**src/rtl/mmio_stream_bridge.sv**
```systemverilog
// Memory-mapped bridge between the CPU data bus and NUM_CH byte-stream
// channels, each with RX/TX FIFOs, sticky error flags and interrupt enables.

module mmio_stream_fifo #(
    parameter int DEPTH = 16
) (
    input  logic                     clk_i,
    input  logic                     rstn_i,
    input  logic                     push_i,
    input  logic                     pop_i,
    input  logic                     flush_i,
    input  logic [7:0]               wdata_i,
    output logic [7:0]               rdata_o,
    output logic                     full_o,
    output logic                     empty_o,
    output logic [$clog2(DEPTH):0]   count_o
);
    localparam int AW = $clog2(DEPTH);

    logic [7:0]    mem_q [DEPTH];
    logic [AW-1:0] wptr_q, wptr_d;
    logic [AW-1:0] rptr_q, rptr_d;
    logic [AW:0]   cnt_q, cnt_d;

    always_comb begin
        wptr_d = wptr_q;
        rptr_d = rptr_q;
        cnt_d  = cnt_q;
        if (push_i) wptr_d = wptr_q + 1'b1;
        if (pop_i)  rptr_d = rptr_q + 1'b1;
        unique case ({push_i, pop_i})
            2'b10:   cnt_d = cnt_q + 1'b1;
            2'b01:   cnt_d = cnt_q - 1'b1;
            default: cnt_d = cnt_q;
        endcase
        // A flush discards everything, including a byte pushed this cycle
        if (flush_i) begin
            wptr_d = '0;
            rptr_d = '0;
            cnt_d  = '0;
        end
    end

    always_ff @(posedge clk_i or negedge rstn_i) begin
        if (!rstn_i) begin
            wptr_q <= '0;
            rptr_q <= '0;
            cnt_q  <= '0;
        end else begin
            wptr_q <= wptr_d;
            rptr_q <= rptr_d;
            cnt_q  <= cnt_d;
        end
    end

    always_ff @(posedge clk_i) begin
        if (push_i) mem_q[wptr_q] <= wdata_i;
    end

    assign rdata_o = mem_q[rptr_q];
    assign full_o  = (cnt_q == (AW+1)'(DEPTH));
    assign empty_o = (cnt_q == '0);
    assign count_o = cnt_q;
endmodule

module mmio_stream_bridge #(
    parameter int          NUM_CH    = 1,
    parameter int          DEPTH     = 16,
    parameter logic [31:0] BASE_ADDR = 32'h0002_0000
) (
    input  logic                  clk_i,
    input  logic                  rstn_i,
    input  logic [31:0]           addr_i,
    input  logic                  r_en_i,
    input  logic                  wr_en_i,
    input  logic [7:0]            data_i,
    output logic [7:0]            data_o,
    output logic                  hit_o,
    output logic [NUM_CH-1:0]     irq_o,
    output logic [8*NUM_CH-1:0]   tx_data_o,
    output logic [NUM_CH-1:0]     tx_valid_o,
    input  logic [NUM_CH-1:0]     tx_ready_i,
    input  logic [8*NUM_CH-1:0]   rx_data_i,
    input  logic [NUM_CH-1:0]     rx_valid_i,
    output logic [NUM_CH-1:0]     rx_ready_o
);
    localparam int CW = $clog2(DEPTH) + 1;

    logic [31:0] off;
    logic [29:0] ch_idx;
    logic [1:0]  reg_sel;
    logic        ld_data;
    logic        st_data;
    logic        st_stat;
    logic        st_irqen;
    logic [7:0]  rd_val [NUM_CH];

    // BASE_ADDR is word aligned, so the offset's low bits equal addr_i[1:0]
    assign off      = addr_i - BASE_ADDR;
    assign ch_idx   = off[31:2];
    assign reg_sel  = off[1:0];
    assign hit_o    = (off < 32'(4 * NUM_CH));
    assign ld_data  = r_en_i  & hit_o & (reg_sel == 2'd0);
    assign st_data  = wr_en_i & hit_o & (reg_sel == 2'd0);
    assign st_stat  = wr_en_i & hit_o & (reg_sel == 2'd1);
    assign st_irqen = wr_en_i & hit_o & (reg_sel == 2'd2);

    for (genvar c = 0; c < NUM_CH; c++) begin : g_ch
        logic          sel;
        logic          rx_push, rx_pop, rx_flush, rx_full, rx_empty;
        logic          tx_push, tx_pop, tx_flush, tx_full, tx_empty;
        logic [7:0]    rx_rdata, tx_rdata;
        logic [CW-1:0] rx_cnt, tx_cnt;
        logic          uf_set, of_set;
        logic          rxuf_q, rxuf_d;
        logic          txof_q, txof_d;
        logic [2:0]    en_q, en_d;
        logic [7:0]    cnt8;
        logic [7:0]    rd;

        assign sel = (ch_idx == 30'(c));

        assign rx_push  = rx_valid_i[c] & ~rx_full;
        assign rx_pop   = ld_data & sel & ~rx_empty;
        assign rx_flush = st_stat & sel & data_i[5];
        assign uf_set   = ld_data & sel & rx_empty;

        assign tx_push  = st_data & sel & ~tx_full;
        assign tx_pop   = tx_ready_i[c] & ~tx_empty;
        assign tx_flush = st_stat & sel & data_i[6];
        assign of_set   = st_data & sel & tx_full;

        mmio_stream_fifo #(.DEPTH(DEPTH)) u_rx (
            .clk_i   (clk_i),
            .rstn_i  (rstn_i),
            .push_i  (rx_push),
            .pop_i   (rx_pop),
            .flush_i (rx_flush),
            .wdata_i (rx_data_i[8*c +: 8]),
            .rdata_o (rx_rdata),
            .full_o  (rx_full),
            .empty_o (rx_empty),
            .count_o (rx_cnt)
        );

        mmio_stream_fifo #(.DEPTH(DEPTH)) u_tx (
            .clk_i   (clk_i),
            .rstn_i  (rstn_i),
            .push_i  (tx_push),
            .pop_i   (tx_pop),
            .flush_i (tx_flush),
            .wdata_i (data_i),
            .rdata_o (tx_rdata),
            .full_o  (tx_full),
            .empty_o (tx_empty),
            .count_o (tx_cnt)
        );

        // Setting events win over a same-cycle write-1-to-clear
        always_comb begin
            rxuf_d = uf_set | (rxuf_q & ~(st_stat & sel & data_i[3]));
            txof_d = of_set | (txof_q & ~(st_stat & sel & data_i[4]));
            en_d   = (st_irqen & sel) ? data_i[2:0] : en_q;
        end

        always_ff @(posedge clk_i or negedge rstn_i) begin
            if (!rstn_i) begin
                rxuf_q <= 1'b0;
                txof_q <= 1'b0;
                en_q   <= 3'b000;
            end else begin
                rxuf_q <= rxuf_d;
                txof_q <= txof_d;
                en_q   <= en_d;
            end
        end

        always_comb begin
            cnt8 = '0;
            cnt8[CW-1:0] = rx_cnt;
        end

        always_comb begin
            rd = '0;
            unique case (reg_sel)
                2'd0: rd = rx_empty ? 8'h00 : rx_rdata;
                2'd1: rd = {3'b000, txof_q, rxuf_q, tx_empty,
                            ~tx_full, ~rx_empty};
                2'd2: rd = {5'b00000, en_q};
                2'd3: rd = cnt8;
                default: rd = '0;
            endcase
        end

        assign rd_val[c]         = rd;
        assign rx_ready_o[c]     = ~rx_full;
        assign tx_valid_o[c]     = ~tx_empty;
        assign tx_data_o[8*c +: 8] = tx_rdata;
        assign irq_o[c] = (en_q[0] & ~rx_empty) | (en_q[1] & tx_empty)
                        | (en_q[2] & (rxuf_q | txof_q));
    end

    always_comb begin
        data_o = '0;
        for (int i = 0; i < NUM_CH; i++) begin
            if (hit_o && ch_idx == 30'(i)) data_o = rd_val[i];
        end
    end
endmodule

```
**config.mk**
```make
export PLATFORM = sky130hd
export DESIGN_NAME = mmio_stream_bridge
export DESIGN_NICKNAME = d
export VERILOG_FILES = /design/src/rtl/mmio_stream_bridge.sv
export SDC_FILE = /design/constraint.sdc
export NUM_CORES = 1
export LEC_CHECK = 0
export CORE_MARGIN = 10
export CORE_UTILIZATION = 35
export DETAILED_ROUTE_END_ITERATION = 10
export SYNTH_ARGS = -nofsm -noshare
export SYNTH_HDL_FRONTEND = slang
export SYNTH_HIERARCHICAL = 1
export SYNTH_SLANG_ARGS = --single-unit
```
**constraint.sdc**
```tcl
create_clock -name clk_i -period 5.1 [get_ports clk_i]
set_input_delay 1.275 -clock clk_i [delete_from_list [all_inputs] [get_ports clk_i]]
set_output_delay 1.275 -clock clk_i [all_outputs]
set_load 0.005 [all_outputs]
```
==> results of run 1 <==
## cell usage after synthesis (7+ instances only)
| cell type | count |
|---|---|
| nor2_1 | 63 |
| buf_2 | 9 |
| ha_1 | 15 |
| mux4_2 | 32 |
| mux4_1 | 32 |
| a22oi_1 | 37 |
| nor2b_1 | 18 |
| xnor2_1 | 9 |
| nand4_1 | 8 |
| dfrtp_1 | 31 |
| nand2_1 | 37 |
| and4_1 | 7 |
| inv_1 | 14 |
| edfxtp_1 | 256 |
| clkbuf_1 | 10 |
| xor2_1 | 13 |
| nand2b_1 | 11 |
| mux2i_1 | 8 |
## worst reg2reg max path, stage by stage, from the launching register on
cell and delay (ps):
dfrtp_1 470, nor4_1 370, nor2b_1 530, nor2b_1 100
buf_4 180, nor2b_1 210, xor2_1 170, ha_1 250
a31o_2 250, a32oi_1 200, xnor2_1 140, nor2b_1 150
## flip-flops by register name, indices dropped and copies added (netlist names)
register	flops
g_ch.en_q	3
g_ch.rxuf_q	1
g_ch.txof_q	1
g_ch.u_rx/count_o	5
g_ch.u_rx/mem_q	128
g_ch.u_rx/rptr_q	4
g_ch.u_rx/wptr_q	4
g_ch.u_tx/count_o	5
g_ch.u_tx/mem_q	128
g_ch.u_tx/rptr_q	4
g_ch.u_tx/wptr_q	4
## kinds of logic after synthesis
| kind of cell | after synthesis | synth area share [%] |
|---|---|---|
| buf+inv | 51 | 2.64 |
| mux | 77 | 13.9 |
| flops | 287 | 68.8 |
| compound gates | 69 | 4.19 |
| simple gates | 174 | 7.37 |
| xor+xnor | 22 | 1.57 |
| fa+ha+maj | 15 | 1.53 |
## layout make-up
cell class              count  area (um2)
diodes                      2        5.00
clock buffers              44         792
repair buffers            114        1060
well taps                 455         569
clock inverters             9        66.3
multi-input cells         357        3530
fillers                  3073       20100
flip-flops and latches    287        8470
inverters                  14        52.6
## report_power, final
group	internal (mW)	leakage, nW	total (mW)	switching [mW]
sequential	2.75	2.70	2.93	0.188
combinational	0.643	1.88	1.25	0.603
clock	1.11	0.411	1.94	0.825
## metrics by stage
stage,instances,setup slack (ps)
after detailed placement,1226,-99.3
after floorplan,695,908
after global routing,1280,10.7
final,1282,142
after global placement,1226,-85.0
after CTS,1280,17.8
## metal layers
metal | vias up | track usage (%) | wire length, um
met5 | - | 0 | 0
li1 | 2994 | - | -
met1 | 3252 | 15.2 | 11200
met2 | 154 | 19.6 | 12700
met4 | 0 | 2.83 | 481
met3 | 38 | 2.26 | 1460
## worst max-delay path by stage
stage,depth (start not counted),startpoint,end
after floorplan,7,addr_i[17],data_o[5]
after global placement,9,addr_i[17],data_o[7]
after detailed placement,8,addr_i[17],data_o[0]
after CTS,9,addr_i[17],data_o[7]
after global routing,7,addr_i[23],data_o[0]
final,7,addr_i[23],data_o[0]
## what timing repair did
| item | CTS | global route |
|---|---|---|
| pin swaps | 2 | 3 |
| endpoints found under the setup margin | 8 | 8 |
| buffers inserted | 1 | 0 |
| endpoints found under the hold margin | 0 | 0 |
| gates resized for setup | 2 | 6 |
==> qor.yml, run 1 <==
final_cell_mix: "256 x edfxtp_1, 68 x clkdlybuf4s50_1, 63 x nor2_1, 40 x buf_4"
setup_viol: 0
clkTransAtPathRegs_ps: 60
vias: 6438
reg2reg_to: "g_ch[0].u_tx/count_o[4]"
clock-skew-final_ps: 6.51
pin_count: 74
tns_ps: 0
synth_area_um2: 12300
insertion_delay_ps: 540
critical-path-slowest-cell: "clkdlybuf4s50_1"
cp-end-kind: "primary output"
path_buf_inv: 2
r2r_cells: 11
rsz0062_at_grt: "false"
cts_buffers: 29
fin_area_um2: 14500
holdWs_ps: 550
worstPathRequired_ps: 3830
first_global_vias: 6642
holdPathStages: 1
hp-class: "register to register"
dp_hpwl_um: 17300
drt-initial-drc-count: 391
dieArea_um2: 43000
vias_per_cell: 5.02
grt_pass1_wl_um: 40000
cts_root_buffer: "clkbuf_16"
final_common_cell: "edfxtp_1"
ir_drop_uv: 259
cp_data_arrival_time_ps: 3680
chipHeight_um: 207
cpMostUsedCell: "clkdlybuf4s50_1"
synth_cell_types: 53
post_dp_cell_area_um2: 13600
drive_above_1_share_pct: 15.2
maxCapViolCount: 0
grt_overflow_total: 0
min_to: "g_ch[0].en_q[1]"
critPathKind: "input pin to primary output"
io_buffers: 73
tightestPinTransition_ps: 836
cts.path.max_buffers: 3
holdBufCountCts: 0
core_um2: 34600
yosysTopAreaCellShare_pct: 62.5
period_share_pct: 97.2
worstPathCellList: "clkdlybuf4s50_1, nor4_4, nand3b_1, mux2i_2, a2111oi_4, nor3b_4, clkdlybuf4s50_1"
power.density_nw_per_um2: 421
cp_top_family: "buffers and inverters"
min_from: "g_ch[0].en_q[1]"
synth_area_per_cell_um2: 17.7
gr-usage-all-layers_pct: 11.7
r2r-start: "g_ch[0].u_tx/count_o[1]"
status: "finished, final reports clean"
wl_per_cell_um: 20.1
fin_nets: 872
ys.flop_type: "edfxtp_1"
cts.sinks: 287
drc_errors: 0
wirelength_um: 25800
grt_max_degree: 36
start_util_pct: 35.5
floorplan.die.width_um: 207
period_minus_slack_ps: 4960
std_cell_rows: 68
postLayoutCoreUtil_pct: 42.0
report.final.slew_viol_count: 0
ys_seq_area_share_pct: 68.8
grt_antenna_before_repair: 2
synth_area_leader_cell: "edfxtp_1"
ff2ff_setup_slack_ps: 1990
fmax_mhz: 202
cp_slowest_stage_delay_ps: 560
drtAntennaViolNets: 0
place.gp.congestion: 0.775
synthToLayoutAreaGrowth_pct: 18.2
syn_nets: 764
synth.area.top_cells: "edfxtp_1 63%, mux4_1 6.8%, dfrtp_1 6.3%, mux4_2 5.9%, a22oi_1 2.3%"
ys_ff_latch: 287
synthCells: 695
finalHoldViolations: 0
async_reset_ff_share_pct: 10.8
slew_headroom_pct: 44.1
yosysWarnings: 6
p_leak_nw: 4.99
cts_tree: "built"
dr.pass1.iters: 5
cp_max_fo: 3
power_mw: 6.12
cts_max_level: 1
start_kind: "input pin"
synth_edf_count: 256
No activity file was read; power rests on OpenSTA's default activity.
==> run 2, diff against run 1 <==
--- a/config.mk
+++ b/config.mk
@@ -6,7 +6,7 @@
 export NUM_CORES = 1
 export LEC_CHECK = 0
 export CORE_MARGIN = 10
-export CORE_UTILIZATION = 35
+export CORE_UTILIZATION = 25
 export DETAILED_ROUTE_END_ITERATION = 10
 export SYNTH_ARGS = -nofsm -noshare
 export SYNTH_HDL_FRONTEND = slang
==> constraint.sdc (replaced) <==
create_clock -name clk_i -period 5.8 [get_ports clk_i]
set_input_delay 1.16 -clock clk_i [delete_from_list [all_inputs] [get_ports clk_i]]
set_output_delay 1.16 -clock clk_i [all_outputs]
set_load 0.005 [all_outputs]
==> run 2 against run 1 <==
Against the previous run: core utilization decreased by 12 points; clock power decreased by 11%; critical path depth increased by 2; die area increased by 36%; clock skew increased by 7.9 ps; critical path type unchanged; largest cell class unchanged; largest power group unchanged.
==> qor.yml, run 2 (same netlist as run 1, synthesis figures left out) <==
status: "finished, final reports clean"  # unchanged
slew_headroom_pct: 30.0  # was 44.1%
clkTransAtPathRegs_ps: 60  # about the same
cts_max_level: 1  # unchanged
place.gp.congestion: 0.747  # was 0.775
drive_above_1_share_pct: 13.2  # was 15.2%
io_buffers: 73  # unchanged
clock-skew-final_ps: 14.4  # was 6.51 ps
gr-usage-all-layers_pct: 9.14  # was 11.7%
cpMostUsedCell: "clkdlybuf4s50_1"  # unchanged
cp_top_family: "buffers and inverters"  # unchanged
postCtsResizedCells: 0  # was 2
cp_max_fo: 11  # was 3
fin_nets: 844  # was 872
rsz0062_at_grt: "false"  # unchanged
vias_per_cell: 4.43  # was 5.02
grt_max_degree: 32  # was 36
period_minus_slack_ps: 5070
drc_errors: 0  # unchanged
post_dp_cell_area_um2: 13700  # was 13600 um2
min_from: "g_ch[0].rxuf_q"  # was g_ch[0].en_q[1]
holdPathStages: 1  # unchanged
reg.largest.list: "g_ch.u_rx/mem_q: 128 flops, g_ch.u_tx/mem_q: 128 flops"  # unchanged
final_cells: 1457  # was 1282
dr.pass1.iters: 5  # unchanged
final_common_cell: "edfxtp_1"  # unchanged
p_leak_nw: 4.77  # was 4.99 nW
cp-end-kind: "primary output"  # unchanged
num-fill-cells: 4776  # was 3073
cts.sinks: 287  # unchanged
period_share_pct: 87.5
dp_hpwl_um: 18200  # was 17300 um
worstPathRequired_ps: 4640  # was 3830 ps
wirelength_um: 27400  # was 25800 um
fmax_mhz: 197
pre_cts_slack_ps: 680  # was -99.3 ps
path_buf_inv: 4  # was 2
grt_antenna_before_repair: 0  # was 2
first_global_vias: 6594  # was 6642
pin_count: 74  # unchanged
cts_buffers: 27  # was 29
core_um2: 48700  # was 34600 um2
cts_setup_buffers: 0  # was 1
min_to: "g_ch[0].rxuf_q"  # was g_ch[0].en_q[1]
report.final.slew_viol_count: 0  # unchanged
start_kind: "input pin"  # unchanged
antennaDiodeCount: 0  # was 2
ff2ff_setup_slack_ps: 2590  # was 1990 ps
cts.path.max_buffers: 3  # unchanged
cts_tree: "built"  # unchanged
wl_per_cell_um: 18.8  # was 20.1 um
r2r_cells: 11  # unchanged
cts_root_buffer: "clkbuf_16"  # unchanged
finalHoldViolations: 0  # unchanged
tns_ps: 0  # unchanged
cp_slowest_stage_delay_ps: 520  # was 560 ps
r2r-start: "g_ch[0].u_rx/count_o[1]"  # was g_ch[0].u_tx/count_o[1]
reg2reg_to: "g_ch[0].u_rx/count_o[4]"  # was g_ch[0].u_tx/count_o[4]
insertion_delay_ps: 530  # was 540 ps
fin_area_um2: 14600  # was 14500 um2
critical-path-slowest-cell: "clkdlybuf4s50_1"  # unchanged
crit_start: "addr_i[17]"  # was addr_i[23]
chipHeight_um: 242  # was 207 um
tightestPinTransition_ps: 1050  # was 836 ps
start_util_pct: 25.2  # was 35.5%
grt_overflow_total: 0  # unchanged
std_cell_rows: 81  # was 68
grt_pass1_wl_um: 41900  # was 40000 um
placed_cells: 1410  # was 1226
hp-class: "register to register"  # unchanged
worstPathCellList: "clkdlybuf4s50_1, inv_1, ha_1, nor4b_1, nand4_1, a2111oi_4, buf_4, and4_1, clkdlybuf4s50_1"  # was clkdlybuf4s50_1, nor4_4, nand3b_1, mux2i_2, a2111oi_4, nor3b_4, clkdlybuf4s50_1
critPathKind: "input pin to primary output"  # unchanged
vias: 6453  # was 6438
ir_drop_uv: 202  # was 259 uV
final_cell_mix: "256 x edfxtp_1, 72 x clkdlybuf4s50_1, 63 x nor2_1, 37 x a22oi_1, 37 x nand2_1"  # was 256 x edfxtp_1, 68 x clkdlybuf4s50_1, 63 x nor2_1, 40 x buf_4
cp_data_arrival_time_ps: 3910  # was 3680 ps
floorplan.die.width_um: 242  # was 207 um
maxCapViolCount: 0  # unchanged
holdBufCountCts: 0  # unchanged
synthToLayoutAreaGrowth_pct: 18.4  # was 18.2%
holdWs_ps: 537  # was 550 ps
setup_viol: 0  # unchanged
power.density_nw_per_um2: 372  # was 421 nW/um2
drt-initial-drc-count: 495  # was 391
dieArea_um2: 58500  # was 43000 um2
drtAntennaViolNets: 0  # unchanged
setup_slack_ps: 727  # was 142 ps
[run 2: cell types whose count changed in the layout (fill, tap and decap cells not counted), sizes merged, moves of 3 or more]
cell and delta:
clkinvlp +3, buf -25, dlymetal6s2s -5, clkinv +4, clkbuf -16, clkdlybuf4s50 +4
[run 2: cell type report]
| cell class | instances | area (um2) | area share [%] |
|---|---|---|---|
| Clock inverter | 19 | 184 | 1.26 |
| Multi-Input combinational cell | 357 | 3520 | 24.1 |
| Timing Repair Buffer | 88 | 838 | 5.76 |
| Tap cell | 664 | 831 | 5.70 |
| Inverter | 14 | 52.6 | 0.361 |
| Sequential cell | 287 | 8470 | 58.1 |
| Clock buffer | 28 | 679 | 4.66 |
[run 2: worst reg2reg max path: stages (launching register included)]
cell,delay [ps]
dfrtp_1,490
nor4_1,350
nor2b_1,300
inv_1,250
and4_1,300
nor2b_1,240
xor2_1,230
ha_1,260
a31o_2,260
a32oi_1,210
xnor2_1,140
nor2b_1,130
[run 2: metal layers]
| layer | track usage [%] | up-vias | wire, um |
|---|---|---|---|
| li1 | - | 2925 | - |
| met1 | 12.3 | 3327 | 12000 |
| met2 | 15.0 | 168 | 13300 |
| met3 | 2.01 | 33 | 1690 |
| met4 | 1.76 | 0 | 438 |
| met5 | 0 | - | 0 |
[run 2: where the power goes]
group	internal [mW]	leakage, nW	switching (mW)
sequential	2.41	2.70	0.188
clock	0.985	0.411	0.750
combinational	0.548	1.66	0.530
total	3.95	4.77	1.47
[run 2: how the worst max path moves through the flow]
stage	cells after the start	slack [ps]	end
after floorplan	15	1740	g_ch[0].u_tx/count_o[4]
after global placement	9	730	data_o[6]
after detailed placement	15	680	g_ch[0].u_rx/count_o[4]
after CTS	9	670	data_o[5]
after global routing	8	530	data_o[0]
final	9	730	data_o[5]
[run 2: metrics by stage]
stage               total power, mW  util [%]
finish                         5.41      29.9
global route                   5.68      29.9
CTS                            5.48      29.9
detailed placement             3.74      28.1
global placement               3.72      28.1
floorplan                      3.33         -
==> run 3, diff against run 2 <==
--- a/config.mk
+++ b/config.mk
@@ -7,7 +7,9 @@
 export LEC_CHECK = 0
 export CORE_MARGIN = 10
 export CORE_UTILIZATION = 25
+export CTS_CLUSTER_SIZE = 24
 export DETAILED_ROUTE_END_ITERATION = 10
+export HOLD_SLACK_MARGIN = 0.15
 export SYNTH_ARGS = -nofsm -noshare
 export SYNTH_HDL_FRONTEND = slang
 export SYNTH_HIERARCHICAL = 1
==> results of run 3 <==
Final layout, timing and power as in run 2 (identical DEF).
